<file path="src/rtl/vga_tile_render.sv">
// vga_tile_render: three-stage pixel renderer behind the 640x480 VGA timing
// generator. Looks up the 16x16 cell under each pixel in a 40x30 tile memory,
// decodes the cell type to RGB332 and delays the syncs to stay aligned with
// the colour. Also emits a one-cycle tick on each vsync falling edge.
module vga_tile_render #(
   parameter logic [7:0] C_BG      = 8'h00,
   parameter logic [7:0] C_BODY    = 8'h1C,
   parameter logic [7:0] C_HEAD    = 8'hFC,
   parameter logic [7:0] C_FOOD    = 8'hE0,
   parameter int         BLINK_BIT = 4
) (
   input  logic        clk,
   input  logic        clr_n,
   input  logic [9:0]  x,
   input  logic [9:0]  y,
   input  logic        vidon,
   input  logic        hsync,
   input  logic        vsync,
   output logic [10:0] tile_addr,
   input  logic [1:0]  tile_data,
   output logic [7:0]  rgb,
   output logic        hsync_o,
   output logic        vsync_o,
   output logic        vidon_o,
   output logic        frame_tick
);

   // Per-pixel side information carried alongside the tile lookup
   typedef struct packed {
      logic [3:0] px;
      logic [3:0] py;
      logic       vid;
      logic       hs;
      logic       vs;
   } pix_t;

   localparam pix_t PIX_ZERO = '0;

   pix_t        s1;
   pix_t        s2;
   pix_t        s0;
   logic [4:0]  row;
   logic [5:0]  col;
   logic [10:0] addr_nxt;
   logic [7:0]  colour;
   logic        outline;
   logic        vs_prev;
   logic [7:0]  frame_cnt;
   logic        unused_y9;

   // Only rows 0..29 exist, so y[9] never selects a cell
   assign unused_y9 = y[9];

   assign row = y[8:4];
   assign col = x[9:4];

   // row*40 + col built from shifts; fits in 11 bits for row<=29, col<=39
   assign addr_nxt = {1'b0, row, 5'b0} + {3'b0, row, 3'b0} + {5'b0, col};

   assign s0.px  = x[3:0];
   assign s0.py  = y[3:0];
   assign s0.vid = vidon;
   assign s0.hs  = hsync;
   assign s0.vs  = vsync;

   assign outline = (s2.px == 4'd0) || (s2.px == 4'd15) ||
                    (s2.py == 4'd0) || (s2.py == 4'd15);

   // Stage C colour decode; blanking always wins over the tile contents
   always_comb begin
      colour = C_BG;
      if (s2.vid) begin
         case (tile_data)
            2'd1:    colour = C_BODY;
            2'd2:    colour = outline ? 8'h00 : C_HEAD;
            2'd3:    colour = frame_cnt[BLINK_BIT] ? C_BG : C_FOOD;
            default: colour = C_BG;
         endcase
      end
   end

   // Stage A: address generation (zeroed in blanking, where x/y run out of
   // range) and capture of the pixel side information
   always_ff @(posedge clk) begin
      if (!clr_n) begin
         tile_addr <= '0;
         s1        <= PIX_ZERO;
      end else begin
         tile_addr <= vidon ? addr_nxt : 11'd0;
         s1        <= s0;
      end
   end

   // Stage B: side information waits while the tile memory reads
   always_ff @(posedge clk) begin
      if (!clr_n) begin
         s2 <= PIX_ZERO;
      end else begin
         s2 <= s1;
      end
   end

   // Stage C: registered colour and syncs, all aligned to the same pixel
   always_ff @(posedge clk) begin
      if (!clr_n) begin
         rgb     <= '0;
         hsync_o <= 1'b0;
         vsync_o <= 1'b0;
         vidon_o <= 1'b0;
      end else begin
         rgb     <= colour;
         hsync_o <= s2.hs;
         vsync_o <= s2.vs;
         vidon_o <= s2.vid;
      end
   end

   // Frame counter: vsync falling edge bumps the count and pulses the tick.
   // vs_prev resets low so leaving reset with vsync low never ticks.
   always_ff @(posedge clk) begin
      if (!clr_n) begin
         vs_prev    <= 1'b0;
         frame_cnt  <= '0;
         frame_tick <= 1'b0;
      end else begin
         vs_prev <= vsync;
         if (vs_prev && !vsync) begin
            frame_cnt  <= frame_cnt + 8'd1;
            frame_tick <= 1'b1;
         end else begin
            frame_tick <= 1'b0;
         end
      end
   end

endmodule

</file>
<file path="config.mk">
export PLATFORM = sky130hd
export DESIGN_NAME = vga_tile_render
export DESIGN_NICKNAME = d
export VERILOG_FILES = /design/src/rtl/vga_tile_render.sv
export SDC_FILE = /design/constraint.sdc
export NUM_CORES = 1
export LEC_CHECK = 0
export BUFFER_PORTS_ARGS = -buffer_cell sky130_fd_sc_hd__buf_2
export CORE_UTILIZATION = 50
export CTS_CLUSTER_SIZE = 12
export DETAILED_ROUTE_END_ITERATION = 6
export MAX_ROUTING_LAYER = met4
export PLACE_DENSITY = 0.78
export SETUP_SLACK_MARGIN = 0.2
export SLEW_MARGIN = 20
export SYNTH_ARGS = -nofsm -noshare
export SYNTH_HDL_FRONTEND = slang
export SYNTH_SLANG_ARGS = --single-unit
</file>
<file path="constraint.sdc">
create_clock -name clk -period 3.26 [get_ports clk]
set_clock_uncertainty 0.15 [all_clocks]
set_input_delay 0.978 -clock clk [delete_from_list [all_inputs] [get_ports clk]]
set_output_delay 0.978 -clock clk [all_outputs]
set_load 0.05 [all_outputs]
</file>
==> After elaboration in Yosys (flattened, before gate mapping) <==
Index checks and enable logic that the tools add are counted.
{ "classes": {"add_sub_neg": 3, "eq_ne": 5, "n_mux": 4, "n_reduce_logical": 9} }
{ "op_table": {"columns": ["operator", "n"], "rows": [
  ["case mux 8 bit (3 select lines)", 1],
  ["2-to-1 mux 8 bit", 2],
  ["adder 10 x 8 -> 11 bit", 1],
  ["adder 11 x 6 -> 11 bit", 1],
  ["adder 8 x 1 -> 8 bit (second input constant)", 1],
  ["equality test 4 bit (second input constant)", 2],
  ["logical NOT 4 bit", 2],
  ["equality test 2 bit (second input constant)", 2],
  ["AND reduction 2 bit", 2],
  ["logical OR 1 bit", 3],
  ["equality test 2 x 1 -> 1 bit (second input constant)", 1],
  ["logical AND 1 bit", 1],
  ["logical NOT 1 bit", 1],
  ["2-to-1 mux 1 bit", 1]
]} }
{ "word_totals": {"ff_bits": 53, "inputBits": 27, "out_inout_bits": 23, "word_cells": 38} }

==> Logic depth before layout (Yosys ltp) <==
Gate-level depths: netlist (run 1).
{ "depth": {"ltp_word": 6, "ltp_mapped": 8, "mapped_depth_nobuf": 8} }

==> Least setup slack after synthesis (run 1) <==
Ideal clock, no wire load.
{ "synth_path": {"kind": "input port to flip-flop", "from": "input port y[4]", "to": "register tile_addr[10]", "setup_ns": 0.058, "t_arrival_ns": 2.553, "setup_slack_ns": 0.499, "path_stages": 7, "n_path_buf": 0, "path_cell_list": "inv_1 > fa_1 > fa_1 > and2b_1 > o21ai_1 > a21boi_0 > o211a_1"} }
{ "synth_between": {"elab_chain_len": 2} }
{ "synth_rtl": {"columns": ["element", "line_no", "rtl"], "rows": [
  ["start, declared", "15", "input logic [9:0] y,"],
  ["adder 10 x 8 -> 11 bit", "58", "assign addr_nxt = {1'b0, row, 5'b0} + {3'b0, row, 3'b0} + {5'b0, col};"],
  ["adder 11 x 6 -> 11 bit", "58", null],
  ["end signal, assigned", "89", "tile_addr <= vidon ? addr_nxt : 11'd0;"],
  ["end, declared", "19", "output logic [10:0] tile_addr,"]
]} }
Every way passes these cells.
A chain may end at the register's enable or synchronous reset.

==> Worst setup path in the final report (run 1) <==
Ends and elaborated chain as after synthesis.

==> results_dict.tcl, run 1 <==
set metrics [dict create \
    routed_wirelength_um 2620 \
    layout_commonest_cell "sky130_fd_sc_hd__buf_2" \
    period_needed_ns 2.68 \
    drcViolationCount 0 \
    fp.dieArea_um2 3590 \
    finalCritPeriodShare_pct 82.2 \
    start_util_pct 53.6 \
    detailed_route_via_count 1171 \
    cts_hold_repair.buffers 0 \
    synthCells 155 \
    cp.depth 8 \
    timing.setup.critical_path_class "input pin to flip-flop" \
    tritoncts "yes" \
    synth.ff_latch_count 44 \
    insertion_delay_ns 0.34 \
    post_cts_resize_count 0 \
    final-setup-viol-count 0 \
    cts_post_setup_buffers_inserted 0 \
    sequential_cell_area_um2 881 \
    whs_path_depth 1 \
    detail_route.iter0.violations 38 \
    ant_nets 0 \
    post-place-ws_ns 0.232 \
    synth_enable_flop_cells 0 \
    required_ns 3.40 \
    synth-xor-area-share_pct 2.09 \
    worstHoldStart "s1[5]$_SDFF_PN0_" \
    highest_count_cells_in_the_layout_ignoring_fill_and_taps "sky130_fd_sc_hd__buf_2, sky130_fd_sc_hd__dfxtp_1, sky130_fd_sc_hd__and2_1, sky130_fd_sc_hd__inv_1, sky130_fd_sc_hd__ha_1" \
    numPortBuffers 46 \
    cellLeakagePower_nw 0.967 \
    antenna-diode-count 0 \
    floorplan_die_width_um 59.9 \
    area_delta_synth_final_pct 17.4 \
    timing.critical_path.arrival_ns 2.82 \
    finalInstanceArea_um2 1970 \
    synth_top_family_by_area "simple AND/OR/NAND/NOR gates" \
    final_max_slew_viol_count 0 \
    yosys.area.top_type "sky130_fd_sc_hd__dfxtp_1" \
    finish.net_count 239 \
    status "complete, no violations" \
    synthFlopType "sky130_fd_sc_hd__dfxtp_1" \
    cp-start-kind "input pin" \
    drt_first_pass_iters 4 \
    placedInstanceArea_um2 1910 \
    synth_compound_area_share_pct 5.15 \
    cts_inserted_buffers 5 \
    timing.hold.worst.class "flip-flop to flip-flop" \
    avgViaCountPerCell 4.78 \
    crit_buf_inv 2 \
    grt_util_all_layers_pct 17.4 \
    fillers 256 \
    clock_sink_count 44 \
    startpoint_of_the_most_critical_register_to_register_path "vs_prev$_SDFF_PN0_" \
    r2r_cells 4 \
    whs_ns 0.293 \
    yosysUniqueCellTypes 40 \
    ys_warn_count 0 \
    synth-seq-area-share_pct 52.6 \
    max-vdd-ir-drop_uv 250 \
    critPathSlowestCell "sky130_fd_sc_hd__fa_1" \
    grt_antenna_before_repair 0 \
    total_power_w 0.000977 \
    yosys-top-cells-area "sky130_fd_sc_hd__dfxtp_1, sky130_fd_sc_hd__and2_1, sky130_fd_sc_hd__ha_1" \
    clk_pin_slew_worst_paths_ns 0.11 \
    muxShareOfSynthArea_pct 1.19 \
    timing.critical_path.max_delay_family "adder cells" \
    syn_avg_cell_area_um2 10.8 \
    timing.final.ws_setup_ns 0.579 \
    std_cell_rows 20 \
    floorplan_core_area_um2 3130 \
    post_route_cells_drive_above_1_share_pct 29.4 \
    grt_first_pass_wirelength_um 4400 \
    yosys.area.top_type_share_pct 52.6 \
    globalRouteOverflowTotal 0 \
    crit_path_max_fanout 2 \
    multiInputGateArea_um2 704 \
    cts-root-to-sink-buffers 2 \
    timing.critical_path.to_type "flip-flop" \
    power.density_cell_area_nw_per_um2 497 \
    synth-async-reset-ratio_pct 0 \
    timing.critical_path.cells "buf_2 -> inv_1 -> fa_1 -> fa_1 -> and2b_1 -> o21ai_1 -> a21boi_0 -> o211a_1" \
    finalHoldViolations 0 \
    fmax_ghz 0.373 \
    cpPeakStageDelay_ns 0.52 \
    top_level_ports 50 \
    synth-adder-area-share_pct 9.86 \
    grt_max_degree 36 \
    final.setup.tns_ns 0 \
    routed_wire_length_per_instance_um 10.7 \
    cap_violations 0 \
    routabilityCongestion 0.720 \
    post_synth_and_or_nand_nor_area_fraction_pct 23.3 \
    cp-startpoint "y[4]" \
    die-height_um 59.9 \
    grt_setup_unrepaired "false" \
    detailedPlacementHpwl_um 2030 \
    cts_root_buf "sky130_fd_sc_hd__clkbuf_4" \
    crit_top_cell "sky130_fd_sc_hd__fa_1" \
    h-tree-depth 2 \
    grt_pass1_vias 1053 \
    netlist_area_um2 1680 \
]
[metrics by stage]
step | util (%) | std cells
5_1_grt | 62.9 | 245
4_1_cts | 62.9 | 245
2_1_floorplan | - | 156
3_5_place_dp | 61.0 | 237
6_report | 62.9 | 245
3_3_place_gp | 61.0 | 237
[report_power, final]
| group | leakage [nW] | internal (W) | switching (W) |
|---|---|---|---|
| combinational | 0.573 | 0.0000549 | 0.0000972 |
| sequential | 0.361 | 0.000561 | 0.00000648 |
| clock | 0.0326 | 0.000107 | 0.000150 |
| total | 0.967 | 0.000723 | 0.000254 |
[per-layer routing]
layer	part of all wire, %	track usage (%)	wire (um)	vias up
li1	-	-	-	597
met3	3.9	5.19	103	7
met1	41	18.6	1070	539
met2	53	29.0	1390	28
met4	2.2	8.97	58	0
met5	0	-	0	-
[synth_stat cells, drive strengths merged, types with 3 or more instances]
library cell / instances
nand2: 4
nand4: 3
a211oi: 3
inv: 10
nor3: 4
and3: 5
dfxtp: 44
ha: 10
and2: 28
xnor2: 3
nor2: 4
buf: 6
clkbuf: 3
nor2b: 4
[area by class of cell]
cell class              instances  share of cell area [%]
repair buffers                 46                    11.7
clock buffers                   8                    2.99
inverters                      10                    1.91
well taps                      44                    2.80
flip-flops and latches         44                    44.8
multi-input cells              93                    35.8
[registers in the layout, indices dropped and copies added (netlist names)]
| register | count |
|---|---|
| s2 | 11 |
| tile_addr | 11 |
| s1 | 10 |
| frame_cnt | 5 |
| rgb | 2 |
| frame_tick | 1 |
| hsync_o | 1 |
| vidon_o | 1 |
| vs_prev | 1 |
| vsync_o | 1 |
[worst paths after layout]
kind	endpoint	slack, ns
min	s2[5]$_SDFF_PN0_	0.29
max reg2reg	frame_cnt[3]$_SDFFE_PN0P_	1.97
min reg2reg	s2[5]$_SDFF_PN0_	0.29
max	tile_addr[10]$_SDFF_PN0_	0.58
[cells by family (layout without fill, tap and decap cells)]
| kind of cell | Yosys count | in the layout |
|---|---|---|
| DFF | 44 | 44 |
| adders and majority gates | 12 | 12 |
| xor gates and xnor gates | 4 | 4 |
| and+or+nand+nor | 61 | 61 |
| buffers and inverters | 19 | 64 |
| muxes | 2 | 2 |
| other | 1 | 2 |
| AOI/OAI and AO/OA | 12 | 12 |
[worst reg2reg max path, delay by kind of cell (launching register included)]
kind | cells | cell delay (ns)
DFF | 1 | 0.34
xor gates and xnor gates | 1 | 0.14
and+or+nand+nor | 3 | 0.56
Note: power is estimated with default switching activity, not from simulation.
==> inputs of run 2 (changes only) <==
--- a/config.mk
+++ b/config.mk
@@ -5,12 +5,13 @@
 export SDC_FILE = /design/constraint.sdc
 export NUM_CORES = 1
 export LEC_CHECK = 0
+export ABC_AREA = 1
 export BUFFER_PORTS_ARGS = -buffer_cell sky130_fd_sc_hd__buf_2
 export CORE_UTILIZATION = 50
 export CTS_CLUSTER_SIZE = 12
 export DETAILED_ROUTE_END_ITERATION = 6
 export MAX_ROUTING_LAYER = met4
-export PLACE_DENSITY = 0.78
+export PLACE_DENSITY = 0.77
 export SETUP_SLACK_MARGIN = 0.2
 export SLEW_MARGIN = 20
 export SYNTH_ARGS = -nofsm -noshare
==> constraint.sdc (replaced) <==
create_clock -name clk -period 2.5 [get_ports clk]
set_clock_uncertainty 0.15 [all_clocks]
set_input_delay 0.75 -clock clk [delete_from_list [all_inputs] [get_ports clk]]
set_output_delay 0.75 -clock clk [all_outputs]
set_load 0.05 [all_outputs]
==> run 2 against run 1 <==
  * Flip-flop and latch count did not move
  * Non-clock buffer count rose by 3
  * Sequential share of layout area fell by 2.3 points
  * Critical endpoint is now tile_addr[7]$_SDFF_PN0_
  * Sequential power rose by 31%
  * Clock power rose by 80%
  * Worst setup slack got worse by 0.18 ns
  * Via count rose by 12%
  * Synthesized cell count rose by 41%
  * Count of clock-buffer cells in the layout fell by 2
  * Critical path type unchanged
  * Final area rose by 5.4%
  * Cell count rose by 28%
  * Register-to-register slack got worse by 0.57 ns
==> results_dict.tcl, run 2 <==
set metrics [dict create \
    synth.most_common_cell "sky130_fd_sc_hd__inv_1" \
    h-tree-depth 2 \
    largestRegisters "s2: 11 flops, tile_addr: 11 flops, s1: 10 flops" \
    antenna-diode-count 0 \
    switching_share_pct 26.3 \
    area_delta_synth_final_pct 19.6 \
    routed_wirelength_um 2510 \
    synthCells 219 \
    synth-adder-area-share_pct 9.52 \
    max-vdd-ir-drop_uv 365 \
    fmax_ghz 0.475 \
    synth_compound_area_share_pct 2.89 \
    clock_sink_count 44 \
    cts_post_setup_buffers_inserted 0 \
    post-place-ws_ns 0.000874 \
    seqPwrFrac_pct 52.5 \
    start_util_pct 52.0 \
    grt_pass1_vias 1016 \
    drcViolationCount 0 \
    status "complete, no violations" \
    p_clk_share_pct 32.8 \
    synth-seq-area-share_pct 50.8 \
    cap_violations 0 \
    timing.setup.critical_path_class "input pin to flip-flop" \
    synth_enable_flop_cells 0 \
    routed_wire_length_per_instance_um 8.00 \
    detailed_route_via_count 1307 \
    cts_hold_repair.buffers 0 \
    detailedPlacementHpwl_um 1950 \
    synth_commonest_cells "sky130_fd_sc_hd__inv_1, sky130_fd_sc_hd__nand2_1, sky130_fd_sc_hd__dfxtp_1, sky130_fd_sc_hd__nor2_1, sky130_fd_sc_hd__ha_1" \
    finish.net_count 306 \
    floorplan_die_width_um 60.9 \
    combPwrFrac_pct 14.8 \
    yosysUniqueCellTypes 21 \
    intPower_w 0.00104 \
    clk_pin_slew_worst_paths_ns 0.13 \
    avgViaCountPerCell 4.16 \
    synth-async-reset-ratio_pct 0 \
    timing.critical_path.to_type "flip-flop" \
    timing.final.ws_setup_ns 0.396 \
    final.setup.tns_ns 0 \
    routabilityCongestion 0.741 \
    yosys-top-cells-area "sky130_fd_sc_hd__dfxtp_1, sky130_fd_sc_hd__inv_1, sky130_fd_sc_hd__nand2_1" \
    power.net_switching_w 0.000372 \
    grt_util_all_layers_pct 15.9 \
    grt_max_degree 30 \
    grt_first_pass_wirelength_um 4000 \
    cp-start-kind "input pin" \
    fp.dieArea_um2 3710 \
    yosys.area.top_type "sky130_fd_sc_hd__dfxtp_1" \
    grt_antenna_before_repair 0 \
    muxShareOfSynthArea_pct 0 \
    yosys.area.top_type_share_pct 50.8 \
    numPortBuffers 46 \
    synth-xor-area-share_pct 0.505 \
    syn_avg_cell_area_um2 7.92 \
    detail_route.iter0.violations 34 \
    cts-root-to-sink-buffers 2 \
    drt_first_pass_iters 4 \
    final_max_slew_viol_count 0 \
    top_level_ports 50 \
    netlist_area_um2 1730 \
    std_cell_rows 21 \
    post_route_cells_drive_above_1_share_pct 23.9 \
    synthFlopType "sky130_fd_sc_hd__dfxtp_1" \
    cts_inserted_buffers 5 \
    period_needed_ns 2.10 \
    die-height_um 60.9 \
    final-setup-viol-count 0 \
    floorplan_core_area_um2 3340 \
    crit_path_max_fanout 2 \
    post_synth_and_or_nand_nor_area_fraction_pct 21.5 \
    highest_count_cells_in_the_layout_ignoring_fill_and_taps "sky130_fd_sc_hd__inv_1, sky130_fd_sc_hd__nand2_1, sky130_fd_sc_hd__buf_2, sky130_fd_sc_hd__dfxtp_1, sky130_fd_sc_hd__nor2_1" \
    grt_setup_unrepaired "false" \
    globalRouteOverflowTotal 0 \
    cellLeakagePower_nw 1.24 \
    tritoncts "yes" \
    required_ns 2.65 \
    finalHoldViolations 0 \
    timing.hold.worst.class "flip-flop to flip-flop" \
    cts_root_buf "sky130_fd_sc_hd__clkbuf_4" \
    synth.ff_latch_count 44 \
    post_cts_resize_count 0 \
    timing.critical_path.arrival_ns 2.26 \
    power.density_cell_area_nw_per_um2 682 \
    synth_top_family_by_area "simple AND/OR/NAND/NOR gates" \
    flop2flop_setup_slack_ns 1.40 \
    ys_warn_count 0 \
    finalCritPeriodShare_pct 84.2 \
    insertion_delay_ns 0.35 \
    ant_nets 0 \
]
-- run 2: cell types whose count changed after synthesis, sizes merged, moves of 3 or more --
cell / delta
nor2: +30
nand3: +3
inv: +39
buf: +3
and3: -5
and2: -27
clkbuf: -3
xnor2: -3
a211oi: -3
nand2: +45
o21ai: +3
a21oi: +4
nor2b: -4
-- run 2: worst max-delay path: stages --
cell and delay [ns]:
sky130_fd_sc_hd__buf_2 0.10, sky130_fd_sc_hd__inv_1 0.05, sky130_fd_sc_hd__fa_1 0.55, sky130_fd_sc_hd__inv_1 0.05
sky130_fd_sc_hd__ha_1 0.26, sky130_fd_sc_hd__nand2_1 0.07, sky130_fd_sc_hd__inv_1 0.06, sky130_fd_sc_hd__nand2_1 0.06
sky130_fd_sc_hd__nand3_1 0.07, sky130_fd_sc_hd__and2_1 0.16, sky130_fd_sc_hd__nor2_1 0.07
-- run 2: logic make-up after synthesis --
kind of cell    Yosys count
other cells               1
simple gates             92
fa+ha+maj                12
compound gates           10
flops                    44
buf+inv                  59
xor+xnor                  1
-- run 2: final timing paths --
path,endpoint,cells past startpoint,startpoint
worst max register to register,frame_cnt[4]$_SDFFE_PN0P_,7,vs_prev$_SDFF_PN0_
worst min register to register,s2[7]$_SDFF_PN0_,2,s1[7]$_SDFF_PN0_
worst min-delay path,s2[7]$_SDFF_PN0_,2,s1[7]$_SDFF_PN0_
worst max-delay path,tile_addr[7]$_SDFF_PN0_,11,y[6]
-- run 2: metal layers --
layer	global-route usage, %	part of all wire (%)
met5	-	0
met4	7.79	2.3
met3	6.40	5.9
met2	26.5	47
met1	16.2	45
-- run 2: layout make-up --
cell class | count | area (um^2)
fill | 307 | 1260
sequential | 44 | 881
multi-input combinational | 117 | 604
timing repair buffer | 49 | 253
inverter | 50 | 188
tap | 46 | 57.6
clock buffer | 6 | 51.3
clock inverter | 2 | 38.8
-- run 2: through the flow --
| stage | cells | hold slack (ns) | instance area [um^2] | power [W] | util (%) |
|---|---|---|---|---|---|
| 2_1_floorplan | 220 | 0.240 | 1740 | 0.000916 | - |
| 5_1_grt | 314 | 0.285 | 2070 | 0.00149 | 62.1 |
| 6_report | 314 | 0.271 | 2070 | 0.00141 | 62.1 |
| 3_3_place_gp | 306 | 0.243 | 1980 | 0.000964 | 59.4 |
| 3_5_place_dp | 306 | 0.247 | 1980 | 0.000969 | 59.4 |
| 4_1_cts | 314 | 0.268 | 2070 | 0.00143 | 62.1 |
-- run 2: power by group through the flow --
stage	clock network (W)	registers [W]	logic [W]
floorplan	0	0.000804	0.000111
global placement	0	0.000757	0.000207
detailed placement	0	0.000758	0.000211
CTS	0.000481	0.000742	0.000212
global route	0.000508	0.000745	0.000237
finish	0.000463	0.000742	0.000209
==> inputs of run 3 (changes only) <==
==> constraint.sdc (replaced) <==
create_clock -name clk -period 2.02 [get_ports clk]
set_clock_uncertainty 0.15 [all_clocks]
set_input_delay 0.606 -clock clk [delete_from_list [all_inputs] [get_ports clk]]
set_output_delay 0.606 -clock clk [all_outputs]
set_load 0.05 [all_outputs]
==> run 3 against run 2 <==
  * Total power is 27% higher
  * Worst setup slack got worse by 0.30 ns
  * Non-clock buffer count rose by 10
  * Flip-flop and latch count is the same
  * Largest power group unchanged
  * Highest routed layer unchanged
==> results_dict.tcl, run 3 (synthesized netlist as in run 2, its figures left out) <==
set metrics [dict create \
    timing.hold.worst.class "input pin to flip-flop" \
    timing.critical_path.cells "buf_8 -> inv_8 -> fa_1 -> buf_4 -> fa_2 -> buf_4 -> xor2_1 -> nor2_1" \
    insertion_delay_ns 0.36 \
    finish.net_count 316 \
    utilization_pct 67.3 \
    tritoncts "yes" \
    worst_reg2reg_path_endpoint "frame_cnt[4]$_SDFFE_PN0P_" \
    r2r_cells 6 \
    routed_wirelength_um 2660 \
    multiInputGateArea_um2 663 \
    antenna-diode-count 0 \
    cts_inserted_buffers 5 \
    cpPeakStageDelay_ns 0.49 \
    highest_count_cells_in_the_layout_ignoring_fill_and_taps "sky130_fd_sc_hd__nand2_1, sky130_fd_sc_hd__inv_1, sky130_fd_sc_hd__dfxtp_1, sky130_fd_sc_hd__buf_2, sky130_fd_sc_hd__nor2_1" \
    crit_top_cell "sky130_fd_sc_hd__buf_4" \
    grt_util_all_layers_pct 17.5 \
    cap_violations 0 \
    std_cell_rows 21 \
    status "complete, no violations" \
    seqPwrFrac_pct 51.2 \
    period_needed_ns 1.93 \
    timing.critical_path.arrival_ns 2.03 \
    cts_root_buf "sky130_fd_sc_hd__clkbuf_4" \
    intPower_w 0.00130 \
    cts-root-to-sink-buffers 2 \
    drt_first_pass_iters 4 \
    grt_antenna_before_repair 0 \
    final.setup.tns_ns 0 \
    sequential_cell_area_um2 881 \
    flop2flop_setup_slack_ns 0.92 \
    routabilityCongestion 0.844 \
    worst_setup_path_endpoint "tile_addr[6]$_SDFF_PN0_" \
    post-place-ws_ns -0.350 \
    floorplan_core_area_um2 3340 \
    cts_hold_repair.buffers 0 \
    p_clk_share_pct 31.0 \
    drcViolationCount 0 \
    cp-start-kind "input pin" \
    fp.dieArea_um2 3710 \
    post_route_cells_drive_above_1_share_pct 30.9 \
    grt_max_degree 30 \
    detail_route.iter0.violations 45 \
    top_level_ports 50 \
    h-tree-depth 2 \
    avgViaCountPerCell 4.25 \
    clk_pin_slew_worst_paths_ns 0.14 \
    detailed_route_via_count 1378 \
    power.net_switching_w 0.000494 \
    grt_first_pass_wirelength_um 4450 \
    timing.final.ws_setup_ns 0.0938 \
    startpoint_of_the_most_critical_register_to_register_path "frame_cnt[0]$_SDFFE_PN0P_" \
    numPortBuffers 46 \
    switching_share_pct 27.5 \
    whs_ns 0.265 \
    finalHoldViolations 0 \
    floorplan_die_width_um 60.9 \
    clock_sink_count 44 \
    combPwrFrac_pct 17.8 \
    grt_pass1_vias 1132 \
    area_delta_synth_final_pct 29.6 \
    fmax_ghz 0.519 \
    die-height_um 60.9 \
    final-setup-viol-count 0 \
    finalCritPeriodShare_pct 95.4 \
    detailedPlacementHpwl_um 1970 \
    required_ns 2.13 \
    crit_path_max_fanout 2 \
    globalRouteOverflowTotal 0 \
    cellLeakagePower_nw 1.29 \
    timing.setup.critical_path_class "input pin to flip-flop" \
    start_util_pct 52.0 \
    power.density_cell_area_nw_per_um2 798 \
    cp-startpoint "x[9]" \
    largestRegisters "s2: 11 flops, tile_addr: 11 flops, s1: 10 flops" \
    timing.critical_path.to_type "flip-flop" \
    routed_wire_length_per_instance_um 8.19 \
    critPathSlowestCell "sky130_fd_sc_hd__fa_1" \
    fillers 304 \
    max-vdd-ir-drop_uv 483 \
    layout_commonest_cell "sky130_fd_sc_hd__nand2_1" \
    grt_setup_unrepaired "true" \
    final_max_slew_viol_count 0 \
    ant_nets 0 \
]
## run 3: worst min-delay path by stage
stage,to,cells past startpoint,from,slack (ns)
floorplan,hsync_o$_SDFF_PN0_,2,s2[1]$_SDFF_PN0_,0.24
global placement,s2[3]$_SDFF_PN0_,2,s1[3]$_SDFF_PN0_,0.24
detailed placement,s2[6]$_SDFF_PN0_,2,s1[6]$_SDFF_PN0_,0.25
CTS,s1[6]$_SDFF_PN0_,3,y[3],0.25
global route,s1[9]$_SDFF_PN0_,3,x[2],0.24
finish,s1[6]$_SDFF_PN0_,3,y[3],0.26
## run 3: area by class of cell
| type | count | area share, % |
|---|---|---|
| Timing Repair Buffer | 59 | 16.3 |
| Clock buffer | 5 | 1.67 |
| Multi-Input combinational cell | 117 | 29.5 |
| Clock inverter | 3 | 2.12 |
| Tap cell | 46 | 2.56 |
| Inverter | 50 | 8.69 |
| Sequential cell | 44 | 39.2 |
## run 3: worst max-delay path: cells and delay by family
| kind | cells | cell delay, ns |
|---|---|---|
| buf+inv | 4 | 0.40 |
| xor+xnor | 1 | 0.13 |
| fa+ha+maj | 2 | 0.84 |
| simple gates | 1 | 0.05 |
## run 3: power groups by stage
stage               Clock [W]  Combinational (W)  Sequential (W)
floorplan                   0           0.000142        0.000995
global placement            0           0.000279        0.000937
detailed placement          0           0.000285        0.000938
CTS                  0.000573           0.000294        0.000919
global route         0.000620           0.000356        0.000924
finish               0.000556           0.000319        0.000918
## run 3: repair_timing
item                       4_1_cts  5_1_grt
setup endpoints to repair        4       11
gates resized for setup          6       14
setup buffers                    1        1
gates cloned                     0        0
pin swaps                        7        7
## run 3: stage by stage
| step | power, W | area, um^2 | instances |
|---|---|---|---|
| after floorplan | 0.00114 | 1750 | 220 |
| after detailed placement | 0.00122 | 2060 | 314 |
| after global placement | 0.00122 | 2060 | 314 |
| final | 0.00179 | 2250 | 324 |
| after global routing | 0.00190 | 2250 | 324 |
| after CTS | 0.00179 | 2170 | 323 |
## run 3: metal layers
layer  track usage, %  part of all wire (%)  vias up
met1             17.6                    43      592
met3             7.04                   4.4        6
met4             8.77                   2.4        0
met2             29.4                    51       29
li1                 -                     -      751
met5                -                     0        -
